[src/rtl/booth_mul_seq.sv]
// Sequential radix-4 Booth signed multiplier: WIDTH/2 iterations per product,
// start/busy/done handshake, product held in z_hi/z_lo until the next completion.
module booth_mul_seq #(
    parameter int unsigned WIDTH = 32
) (
    input  logic             clock,
    input  logic             clear,
    input  logic             start,
    input  logic [WIDTH-1:0] a,
    input  logic [WIDTH-1:0] b,
    output logic             busy,
    output logic             done,
    output logic [WIDTH-1:0] z_hi,
    output logic [WIDTH-1:0] z_lo
);

    localparam int unsigned MW    = WIDTH + 2;
    localparam int unsigned PW    = MW + WIDTH + 1;
    localparam int unsigned STEPS = WIDTH / 2;
    localparam int unsigned CW    = (STEPS > 1) ? $clog2(STEPS) : 1;
    localparam logic [CW-1:0] LAST = CW'(STEPS - 1);

    typedef enum logic [1:0] {
        S_IDLE,
        S_RUN,
        S_DONE
    } state_t;

    state_t          state, state_d;
    logic            busy_d, done_d;
    logic            load, step, finish;
    logic [MW-1:0]   m;
    logic [PW-1:0]   p;
    logic [CW-1:0]   cnt;
    logic [MW-1:0]   m_x2;
    logic [MW-1:0]   term;
    logic [MW-1:0]   sum;
    logic [PW-1:0]   p_next;

    // Next-state and handshake decode
    always_comb begin
        state_d = state;
        busy_d  = 1'b0;
        done_d  = 1'b0;
        load    = 1'b0;
        step    = 1'b0;
        finish  = 1'b0;
        case (state)
            S_IDLE: begin
                if (start) begin
                    state_d = S_RUN;
                    busy_d  = 1'b1;
                    load    = 1'b1;
                end
            end
            S_RUN: begin
                step   = 1'b1;
                busy_d = 1'b1;
                if (cnt == LAST) begin
                    state_d = S_DONE;
                    busy_d  = 1'b0;
                    done_d  = 1'b1;
                    finish  = 1'b1;
                end
            end
            S_DONE: begin
                state_d = S_IDLE;
            end
            default: begin
                state_d = S_IDLE;
            end
        endcase
    end

    // Booth recoding of the current triplet and one add-and-shift step
    always_comb begin
        m_x2 = {m[MW-2:0], 1'b0};
        case (p[2:0])
            3'b001, 3'b010: term = m;
            3'b011:         term = m_x2;
            3'b100:         term = ~m_x2 + MW'(1);
            3'b101, 3'b110: term = ~m + MW'(1);
            default:        term = '0;
        endcase
        sum    = p[PW-1 -: MW] + term;
        p_next = PW'($signed({sum, p[WIDTH:0]}) >>> 2);
    end

    always_ff @(posedge clock or negedge clear) begin
        if (!clear) begin
            state <= S_IDLE;
            busy  <= 1'b0;
            done  <= 1'b0;
        end else begin
            state <= state_d;
            busy  <= busy_d;
            done  <= done_d;
        end
    end

    always_ff @(posedge clock or negedge clear) begin
        if (!clear) begin
            m    <= '0;
            p    <= '0;
            cnt  <= '0;
            z_hi <= '0;
            z_lo <= '0;
        end else begin
            if (load) begin
                m   <= {{2{a[WIDTH-1]}}, a};
                p   <= {MW'(0), b, 1'b0};
                cnt <= '0;
            end else if (step) begin
                p   <= p_next;
                cnt <= cnt + CW'(1);
            end
            if (finish) begin
                {z_hi, z_lo} <= p_next[2*WIDTH:1];
            end
        end
    end

endmodule
[config.mk]
export PLATFORM = sky130hd
export DESIGN_NAME = booth_mul_seq
export DESIGN_NICKNAME = d
export VERILOG_FILES = /design/src/rtl/booth_mul_seq.sv
export SDC_FILE = /design/constraint.sdc
export NUM_CORES = 1
export LEC_CHECK = 0
export CORE_ASPECT_RATIO = 1.25
export CORE_MARGIN = 2
export CORE_UTILIZATION = 45
export DETAILED_ROUTE_END_ITERATION = 10
export PLACE_DENSITY = 0.64
export SETUP_SLACK_MARGIN = 0.5
export SYNTH_ARGS = -nofsm -noshare
export SYNTH_HDL_FRONTEND = slang
export SYNTH_SLANG_ARGS = --single-unit
[constraint.sdc]
create_clock -name clock -period 12.6 [get_ports clock]
set_input_delay 2.52 -clock clock [delete_from_list [all_inputs] [get_ports clock]]
set_output_delay 2.52 -clock clock [all_outputs]
set_load 0.1 [all_outputs]
; ---- After elaboration in Yosys (flattened, before gate mapping)
; Cells that the tools add are included.
[classes]
n_addsub = 4
n_mux = 15
bitwise_logic = 2
n_eq_ne = 10
n_reduce_logical = 5
[op_table]
columns = op, n
row1 = 34-bit case mux with 4 select lines, 1
row2 = 67-bit two-way mux, 2
row3 = 34-bit by 1-bit adder with 34-bit output (second input constant), 2
row4 = 34-bit NOT, 2
row5 = 34-bit adder, 1
row6 = 3-bit == test (second input constant), 3
row7 = 4-bit two-way mux, 2
row8 = 3-bit by 2-bit == test with 1-bit output (second input constant), 2
row9 = 1-bit two-way mux, 6
row10 = 4-bit by 1-bit adder with 4-bit output (second input constant), 1
row11 = 4-bit == test (second input constant), 1
row12 = 2-bit two-way mux, 2
row13 = 2-bit != test (second input constant), 2
row14 = 2-bit case mux with 2 select lines, 1
row15 = 2-bit OR reduction, 2
row16 = 3-bit by 1-bit == test with 1-bit output (second input constant), 1
row17 = 2-bit by 1-bit == test with 1-bit output (second input constant), 1
row18 = 2-bit zero test, 1
row19 = 1-bit case mux with 2 select lines, 1
row20 = 2-bit AND reduction, 1
row21 = 2-bit nonzero test, 1
[word_totals]
inputBits = 67
wordCells = 44
register_bits = 171
output_inout_bits = 66

; ---- Depth between registers and ports, before layout
; Gate-level depths: netlist of run 1.
[depth]
depth_word = 6
depth_mapped = 23
ltp_nobuf = 22

; ---- Worst setup path before layout of run 1
; OpenSTA, ideal clock, no wires.
[synth_timing]
path_kind = register to register
start = register m[0]
end = register z_hi[25]
n_path_buf = 1
t_required_ns = 12.475
synth_period_minus_slack_ns = 5.275
t_arrival_ns = 5.150
path_stages_with_launch = 24
setup_ns = 0.125
path_slack_ns = 7.325
cell_sequence = dfrtp_1 -> inv_1 -> ha_1 -> or4b_1 -> buf_2 -> or4_4 -> or2_4 -> or4_4 -> nor3_2 -> xnor2_1 -> o21ai_1 -> nor2_1 -> a31oi_1 -> a21oi_1 -> ha_1 -> a21oi_1 -> o21ai_0 -> a311oi_1 -> o21ai_1 -> a41o_1 -> o41ai_1 -> o21ai_0 -> xor2_1 -> mux2_2
[synth_between]
elab_chain_len = 4
elab_cells_between_ends = 6
cone_classes = 3 x add/sub / 1 x mux / 2 x bitwise
[synth_lines]
columns = element, line
row1 = "start, declared", 32  ; logic [MW-1:0] m;
row2 = "start signal, assigned", 110  ; m <= {{2{a[WIDTH-1]}}, a};
row3 = "34-bit NOT, on equally long branches", "82, 81"
row4 = "34-bit by 1-bit adder with 34-bit output, on equally long branches", "82, 81"
row5 = 34-bit case mux with 4 select lines *, 78  ; case (p[2:0])
row6 = 34-bit adder *, 85  ; sum = p[PW-1 -: MW] + term;
row7 = "end signal, assigned", 118  ; {z_hi, z_lo} <= p_next[2*WIDTH:1];
row8 = "end, declared", 13  ; output logic [WIDTH-1:0] z_hi,
; Every way passes the cells marked *; elsewhere a longest branch is shown, timed or not.
; A chain may end at the register's enable or synchronous reset.

; ---- Final worst setup path of run 1
; Ends and elaborated chain as after synthesis.

==> flow_metrics.py, run 1 <==
metrics = {
    "timing": {
        "final_hold_viol_count": 0,
        "tightestPinTransition_ns": 1.16,
        "finClkSkew_ns": 0.0183,
        "fin_setup_tns_ns": 0,
        "period_share_pct": 46.4,
        "clock.fmax_mhz": 171,
        "final_max_slew_viol_count": 0,
        "max_slew_margin_pct": 22.4,
        "rsz0062_at_grt": "no",
        "finalSetupViolCount": 0,
        "period_needed_ns": 5.84,
    },
    "placed_design": {
        "port_buffers": 132,
        "routabilityCongestion": 0.881,
        "place_hpwl_mm": 19.6,
    },
    "synth": {
        "syn-instance-count": 1228,
        "async_flop_share_pct": 100,
        "synth_area_mm2": 0.0103,
        "avgSynthCellArea_um2": 8.38,
        "ys_warn_count": 0,
        "synthDistinctLibCells": 63,
        "synth_nets": 1331,
        "seq_area_frac_synth_pct": 41.1,
        "synth_seq_cells": 169,
        "ys.flop_type": "dfrtp_1",
        "synth_edf_count": 0,
    },
    "clocking": {
        "cts_hold_buffers": 0,
        "numClockSinks": 169,
        "clkTransAtPathRegs_ns": 0.07,
        "htreeDepth": 4,
        "cts_tree": "built",
        "post-cts-setup-buffer-count": 0,
        "cts-root-buf": "clkbuf_16",
        "clockBufferDepth": 2,
        "clk_latency_ns": 0.45,
        "cts-resized-gates": 0,
        "numCtsBuffers": 17,
    },
    "worst_setup_path": {
        "reg2reg_depth": 22,
        "required_ns": 12.93,
        "critPathMaxFanout": 7,
        "reg2reg_from": "m[0]",
        "crit_buf_inv": 1,
        "r2r-end": "z_hi[25]",
        "crit_slowest_cell": "or4b_1",
        "cp_cell_sequence": "inv_1, ha_1, or4b_1, or4_4, or2_4, or4_4, nor3_2, xnor2_1, o21ai_1, nor2_1, a31oi_1, a21oi_1, ha_1, a21oi_1, o21ai_0, a311oi_1, o21ai_1, a41o_1, o41ai_1, o21ai_0, xor2_1, mux2_2",
        "cp.arrival_ns": 6.17,
        "path_delay_family": "compound AO/OA/AOI/OAI gates",
        "start_kind": "register",
        "critPathCaptureType": "register",
        "max_stage_delay_ns": 0.59,
        "crit_type": "register to register",
        "r2r_slack_ns": 6.76,
    },
    "route": {
        "routedWlPerCell_um": 18.3,
        "ant_nets": 0,
        "drtIter0Drc": 654,
        "wl_mm": 29.4,
        "viasPerCell": 5.76,
        "vias": 9266,
        "drc": 0,
        "dr.pass1.iters": 5,
    },
    "outcome": {
        "outcome": "complete, no violations",
    },
    "floorplanning": {
        "num_rows": 61,
        "dieArea_mm2": 0.0241,
        "die_width_um": 139,
        "io_pins": 133,
        "start_util_pct": 46.0,
        "core-area_mm2": 0.0224,
        "die-height_um": 173,
    },
    "global_routing": {
        "grt_pass1_wl_mm": 47.9,
        "grt_overflow": 0,
        "grt_use_total_pct": 24.4,
        "antenna_found_initial": 0,
        "grt_max_degree": 96,
        "grt_pass1_vias": 9062,
    },
    "finish": {
        "drive_above_1_share_pct": 5.81,
        "num_antenna_cells": 0,
        "nets": 1416,
        "synthToLayoutAreaGrowth_pct": 20.5,
    },
    "hold_path": {
        "hp-start": "z_hi[15]",
        "hold_path_end": "z_hi[15]",
        "hp-class": "register to register",
        "hold_depth": 2,
    },
    "run": {
        "cap_violations": 0,
    },
}
through the flow:
stage          instances  hold slack, ns  cell area, um^2  setup slack, ns  util, %
2_1_floorplan       1228           0.452            10300             7.32        -
3_3_place_gp        1577           0.457            11800             6.86     52.6
3_5_place_dp        1577           0.461            11800             6.80     52.6
4_1_cts             1609           0.481            12400             6.74     55.4
5_1_grt             1609           0.496            12400             6.35     55.4
6_report            1609           0.475            12400             6.76     55.4
synth_stat cells, drive strengths merged (6+ instances only):
| cell | number | area share, % |
|---|---|---|
| a31oi | 14 | 0.85 |
| o21bai | 6 | 0.44 |
| a22oi | 42 | 3.1 |
| xnor2 | 47 | 4.0 |
| nor3 | 8 | 0.44 |
| nand3 | 12 | 0.58 |
| ha | 35 | 4.3 |
| o21ai | 100 | 4.9 |
| nand4 | 9 | 0.55 |
| buf | 8 | 0.41 |
| o22ai | 10 | 0.61 |
| nand2b | 9 | 0.55 |
| mux2i | 6 | 0.58 |
| a221oi | 14 | 1.2 |
| xor2 | 23 | 2.0 |
| dfrtp | 169 | 41 |
| nand2 | 320 | 12 |
| clkbuf | 74 | 2.7 |
| mux2 | 11 | 1.2 |
| a21oi | 82 | 4.0 |
| a22o | 30 | 2.6 |
| nor2 | 41 | 1.5 |
| a21o | 26 | 1.9 |
| or3 | 15 | 0.96 |
| nor2b | 42 | 2.6 |
| inv | 12 | 0.44 |
metal layers:
layer,routed length [um],vias up,share of wire (%),GRT usage (%)
met5,0,-,0,0
met1,12900,4490,44,31.9
met3,1980,33,6.7,6.59
met2,14200,279,48,40.1
met4,353,0,1.2,6.19
li1,-,4464,-,-
worst max-delay path by stage:
stage	start	to	slack [ns]	cells after the start
2_1_floorplan	m[0]	z_hi[25]	7.32	23
3_3_place_gp	m[0]	z_hi[25]	6.86	22
3_5_place_dp	m[0]	z_hi[25]	6.80	22
4_1_cts	m[1]	z_hi[25]	6.74	22
5_1_grt	m[1]	z_hi[25]	6.35	22
6_report	m[0]	z_hi[25]	6.76	22
cell usage in the layout (no fill, tap or decap), drive strengths merged, types with 35 or more instances in the layout:
master / instances
a22oi: 42
dfrtp: 169
nor2: 41
nor2b: 42
xnor2: 47
clkdlybuf4s50: 131
ha: 35
nand2: 320
o21ai: 100
a21oi: 82
cells by family after synthesis:
group / count (synthesis) / share of synthesized area [%]
simple gates: 484 / 20.9
compound gates: 356 / 22.1
flops: 169 / 41.1
buf+inv: 96 / 3.66
xor+xnor: 70 / 5.96
fa+ha+maj: 36 / 4.45
mux: 17 / 1.79
cell type report:
cell class / count / area [um^2]
Inverter: 14 / 52.6
Tap cell: 283 / 354
Timing Repair Buffer: 148 / 1440
Sequential cell: 169 / 4230
Clock buffer: 17 / 425
Fill cell: 2077 / 9970
Clock inverter: 15 / 193
Multi-Input combinational cell: 963 / 5700
worst register-to-register path: stages (launching register included):
cell	delay [ns]
dfrtp_1	0.39
inv_1	0.11
ha_1	0.22
or4b_1	0.59
or4_4	0.48
or2_4	0.26
or4_4	0.45
nor3_2	0.15
xnor2_1	0.12
o21ai_1	0.15
nor2_1	0.06
a31oi_1	0.14
a21oi_1	0.09
ha_1	0.40
a21oi_1	0.14
o21ai_0	0.12
a311oi_1	0.26
o21ai_1	0.18
a41o_1	0.38
o41ai_1	0.41
o21ai_0	0.19
xor2_1	0.18
mux2_2	0.27
state kept, by name, summed over array words and instances, names as in the netlist:
| signal | flops |
|---|---|
| busy | 1 |
| m | 32 |
| p | 65 |
| cnt | 4 |
| done | 1 |
| z_hi | 32 |
| z_lo | 32 |
| state | 2 |
Power of run 1 is left out: the tool's default activity adds up to more than one toggle a clock period on the data nets, which glitch-free logic cannot reach.
==> inputs of run 2 (changes only) <==
- clock period: 12.6 -> 5.4 ns (I/O delays scaled with it)
==> flow_metrics.py, run 2 (synthesized netlist as in run 1, its figures left out) <==
metrics = {
    "worst_setup_path": {
        "start_kind": "register",
        "required_ns": 5.72,
        "r2r_slack_ns": 0.25,
        "cp.arrival_ns": 5.47,
        "critPathCaptureType": "register",
        "reg2reg_from": "m[0]",
        "r2r-end": "p[65]",
        "reg2reg_depth": 22,
        "critPathMaxFanout": 6,
        "crit_type": "register to register",
    },
    "floorplanning": {
        "die-height_um": 173,
        "start_util_pct": 46.0,
        "io_pins": 133,
        "dieArea_mm2": 0.0241,
        "num_rows": 61,
        "core-area_mm2": 0.0224,
        "die_width_um": 139,
    },
    "hold_path": {
        "hp-class": "register to register",
        "hold_depth": 2,
        "hp-start": "z_hi[21]",
        "hold_path_end": "z_hi[21]",
    },
    "route": {
        "dr.pass1.iters": 5,
        "ant_nets": 0,
        "drtIter0Drc": 625,
        "viasPerCell": 5.67,
        "drc": 0,
        "wl_mm": 29.2,
        "vias": 9313,
        "routedWlPerCell_um": 17.8,
    },
    "global_routing": {
        "grt_overflow": 0,
        "grt_pass1_wl_mm": 47.6,
        "grt_max_degree": 92,
        "antenna_found_initial": 0,
        "grt_pass1_vias": 9192,
        "grt_use_total_pct": 24.1,
    },
    "finish": {
        "final_cell_mix": "nand2_1, dfrtp_1, clkdlybuf4s50_1",
        "drive_above_1_share_pct": 11.0,
        "regMostFlops": "p",
        "final_common_cell": "nand2_1",
        "synthToLayoutAreaGrowth_pct": 25.5,
        "nets": 1450,
        "num_antenna_cells": 0,
        "largest_reg_flops": 65,
    },
    "timing": {
        "final_max_slew_viol_count": 0,
        "max_slew_margin_pct": 24.3,
        "final_hold_viol_count": 0,
        "rsz0062_at_grt": "yes",
        "finalSetupViolCount": 0,
        "period_needed_ns": 5.15,
        "clock.fmax_mhz": 194,
        "finClkSkew_ns": 0.0137,
        "period_share_pct": 95.3,
        "tightestPinTransition_ns": 1.13,
        "fin_setup_tns_ns": 0,
    },
    "clocking": {
        "htreeDepth": 4,
        "clkTransAtPathRegs_ns": 0.07,
        "cts-root-buf": "clkbuf_16",
        "numClockSinks": 169,
        "clk_latency_ns": 0.44,
        "cts_tree": "built",
        "clockBufferDepth": 2,
        "numCtsBuffers": 17,
    },
    "placed_design": {
        "routabilityCongestion": 0.910,
        "place_hpwl_mm": 19.6,
        "port_buffers": 132,
    },
    "run": {
        "cap_violations": 0,
    },
    "outcome": {
        "outcome": "complete, no violations",
    },
}
run 2: cell count changes in the layout (fill, tap and decap cells not counted), sizes merged:
cell	before	now
buf	17	51
bufinv	0	1
clkinv	8	7
run 2: area by class of cell:
| class | count | area, um^2 |
|---|---|---|
| Sequential cell | 169 | 4230 |
| Timing Repair Buffer | 182 | 1710 |
| Fill cell | 2092 | 9450 |
| Tap cell | 283 | 354 |
| Multi-Input combinational cell | 963 | 5940 |
| Clock buffer | 17 | 425 |
| Inverter | 14 | 52.6 |
| Clock inverter | 15 | 199 |
run 2: critical path: stages (launching register included):
cell      delay, ns
dfrtp_1        0.40
inv_2          0.09
ha_4           0.13
or4b_4         0.45
or4_4          0.43
or2_4          0.24
or4_4          0.45
nor3_4         0.17
xnor2_2        0.08
o21ai_1        0.13
nor2_1         0.05
a31oi_1        0.14
a21oi_1        0.10
ha_1           0.38
a21oi_1        0.16
o21ai_1        0.11
a311oi_1       0.32
o21ai_2        0.11
a41o_4         0.26
a21o_1         0.21
o41a_1         0.35
a31oi_1        0.20
a21oi_1        0.06
run 2: worst max path at each step:
| stage | startpoint | endpoint | slack [ns] | depth (start not counted) |
|---|---|---|---|---|
| after floorplan | m[1] | z_hi[25] | 0.26 | 23 |
| after global placement | m[1] | z_hi[25] | 0.13 | 22 |
| after detailed placement | m[1] | z_hi[25] | 0.06 | 22 |
| after CTS | m[0] | z_hi[29] | 0.33 | 22 |
| after global routing | m[0] | p[65] | 0.06 | 22 |
| final | m[0] | p[65] | 0.25 | 22 |
run 2: per-layer routing:
metal	track usage (%)	vias to the layer above	share of wire [%]
met5	0	-	0
met1	29.9	4510	42
met3	4.74	40	4.6
met4	9.01	0	2.8
li1	-	4529	-
met2	41.6	234	50
run 2: stage by stage:
step	cell area, um^2	cells	setup WS (ns)	hold slack (ns)	util, %
2_1_floorplan	10300	1228	0.264	0.452	-
3_3_place_gp	11900	1591	0.129	0.459	53.3
3_5_place_dp	11900	1591	0.0601	0.462	53.3
4_1_cts	12700	1634	0.331	0.478	56.8
5_1_grt	12900	1643	0.0611	0.494	57.7
6_report	12900	1643	0.254	0.471	57.7
run 2: timing repair:
| action | 4_1_cts | 5_1_grt |
|---|---|---|
| pin swaps | 7 | 13 |
| hold buffers | 0 | 0 |
| setup buffers | 11 | 9 |
| endpoints found under the setup margin | 19 | 29 |
| gates resized for setup | 17 | 30 |
Power of run 2 is left out for the same reason.
==> inputs of run 3 (changes only) <==
- CORE_UTILIZATION: 45 -> 30
- PLACE_DENSITY: 0.64 -> 0.46
- clock period: 5.4 -> 5.45 ns (I/O delays scaled with it)
==> flow_metrics.py, run 3 (synthesized netlist as in run 1, its figures left out) <==
metrics = {
    "floorplanning": {
        "core-area_mm2": 0.0337,
        "num_rows": 75,
        "io_pins": 133,
        "dieArea_mm2": 0.0358,
        "die_width_um": 170,
        "start_util_pct": 30.5,
        "die-height_um": 211,
    },
    "finish": {
        "drive_above_1_share_pct": 11.9,
        "final_common_cell": "nand2_1",
        "num_antenna_cells": 0,
        "synthToLayoutAreaGrowth_pct": 28.0,
        "final_area_mm2": 0.0132,
        "largest_reg_flops": 65,
        "regMostFlops": "p",
        "final_cell_mix": "nand2_1, dfrtp_1, clkdlybuf4s50_1",
        "nets": 1459,
        "fillers": 3469,
    },
    "global_routing": {
        "grt_pass1_wl_mm": 52.9,
        "use_met2_pct": 32.1,
        "met3_usage_pct": 3.90,
        "grt_pass1_vias": 9368,
        "grtUsageMet1_pct": 23.9,
        "grt_max_degree": 103,
        "grt_overflow": 0,
        "grt_use_total_pct": 18.8,
        "antenna_found_initial": 0,
        "busiest_layer": "met2",
    },
    "placed_design": {
        "routabilityCongestion": 0.825,
        "port_buffers": 132,
        "place_hpwl_mm": 22.4,
        "post-place-ws_ns": 0.113,
        "placed_cell_area_mm2": 0.0121,
    },
    "timing": {
        "final_hold_viol_count": 0,
        "rsz0062_at_grt": "yes",
        "finClkSkew_ns": 0.0154,
        "finalSetupViolCount": 0,
        "max_slew_margin_pct": 31.2,
        "final_max_slew_viol_count": 0,
        "tightestPinTransition_ns": 1.03,
        "final.setup.worst_slack_ns": 0.361,
        "fin_setup_tns_ns": 0,
        "clock.fmax_mhz": 197,
        "period_share_pct": 93.4,
        "period_needed_ns": 5.09,
    },
    "hold_path": {
        "hold_path_end": "z_hi[8]",
        "hold_depth": 2,
        "hp-class": "register to register",
        "hp-start": "z_hi[8]",
    },
    "route": {
        "wl_mm": 32.7,
        "drtIter0Drc": 515,
        "viasPerCell": 5.20,
        "dr.pass1.iters": 7,
        "ant_nets": 0,
        "routedWlPerCell_um": 18.2,
        "drc": 0,
        "vias": 9322,
    },
    "clocking": {
        "cts_tree": "built",
        "numClockSinks": 169,
        "htreeDepth": 4,
        "clkTransAtPathRegs_ns": 0.07,
        "clockBufferDepth": 2,
        "numCtsBuffers": 17,
        "clk_latency_ns": 0.45,
        "cts-root-buf": "clkbuf_16",
    },
    "worst_setup_path": {
        "critPathCaptureType": "register",
        "start_kind": "register",
        "crit_type": "register to register",
        "r2r-end": "p[65]",
        "r2r_slack_ns": 0.36,
        "cp.arrival_ns": 5.41,
        "reg2reg_depth": 21,
        "critPathMaxFanout": 6,
        "reg2reg_from": "m[0]",
        "required_ns": 5.77,
    },
    "outcome": {
        "outcome": "complete, no violations",
    },
    "run": {
        "cap_violations": 0,
    },
}
run 3: cell types whose count changed in the layout (fill, tap and decap cells not counted), moves of 2 or more:
| cell | change |
|---|---|
| buf_4 | +8 |
| a21oi_1 | -4 |
| a21oi_2 | +4 |
| ha_1 | -4 |
| ha_4 | +3 |
| o21ai_1 | -3 |
| xnor2_1 | +3 |
| xnor2_2 | -3 |
| clkinv_8 | -2 |
| o22ai_1 | -2 |
| o22ai_2 | +2 |
run 3: final cells by class:
cell class / count / area (um^2) / area share (%)
Tap cell: 423 / 529 / 4.02
Clock buffer: 18 / 439 / 3.34
Inverter: 14 / 52.6 / 0.399
Multi-Input combinational cell: 963 / 5980 / 45.4
Timing Repair Buffer: 191 / 1790 / 13.6
Sequential cell: 169 / 4230 / 32.1
Clock inverter: 14 / 155 / 1.18
run 3: worst max path at each step:
stage               start  endpoint  slack [ns]  cells after the start
detailed placement   m[1]  z_hi[25]        0.11                     22
floorplan            m[1]  z_hi[25]        0.31                     23
global placement     m[1]  z_hi[25]        0.17                     22
CTS                  m[0]  z_hi[31]        0.30                     22
global route         m[0]  z_hi[31]        0.09                     20
finish               m[0]     p[65]        0.36                     21
run 3: stage by stage:
| stage | utilization, % | instances | hold slack, ns |
|---|---|---|---|
| finish | 39.1 | 1792 | 0.476 |
| floorplan | - | 1228 | 0.452 |
| global route | 39.1 | 1792 | 0.506 |
| detailed placement | 36.0 | 1737 | 0.461 |
| CTS | 38.4 | 1782 | 0.480 |
| global placement | 36.0 | 1737 | 0.457 |
run 3: routing by layer:
metal	wire, um	vias to the layer above
met5	0	-
met3	1580	34
met4	667	0
met2	16500	214
met1	14000	4525
li1	-	4549
run 3: worst max-delay path: stages, from the launching register on:
cell      delay (ns)
dfrtp_1         0.39
inv_2           0.08
ha_4            0.12
or4b_4          0.45
or4_4           0.43
or2_4           0.25
or4_4           0.45
nor3_4          0.16
xnor2_2         0.11
a221oi_1        0.27
a21oi_1         0.07
ha_1            0.22
a21o_1          0.18
a21oi_1         0.17
nor2b_1         0.08
a311oi_2        0.26
o21ai_2         0.10
a41o_2          0.27
a21o_1          0.19
o41a_1          0.44
a31oi_1         0.19
a21oi_1         0.08
run 3: what timing repair did:
item / CTS / global route
hold buffers: 0 / 0
setup buffers: 13 / 10
gates resized for setup: 21 / 32
pin swaps: 15 / 24
endpoints found under the setup margin: 21 / 28
Power of run 3 is left out for the same reason.
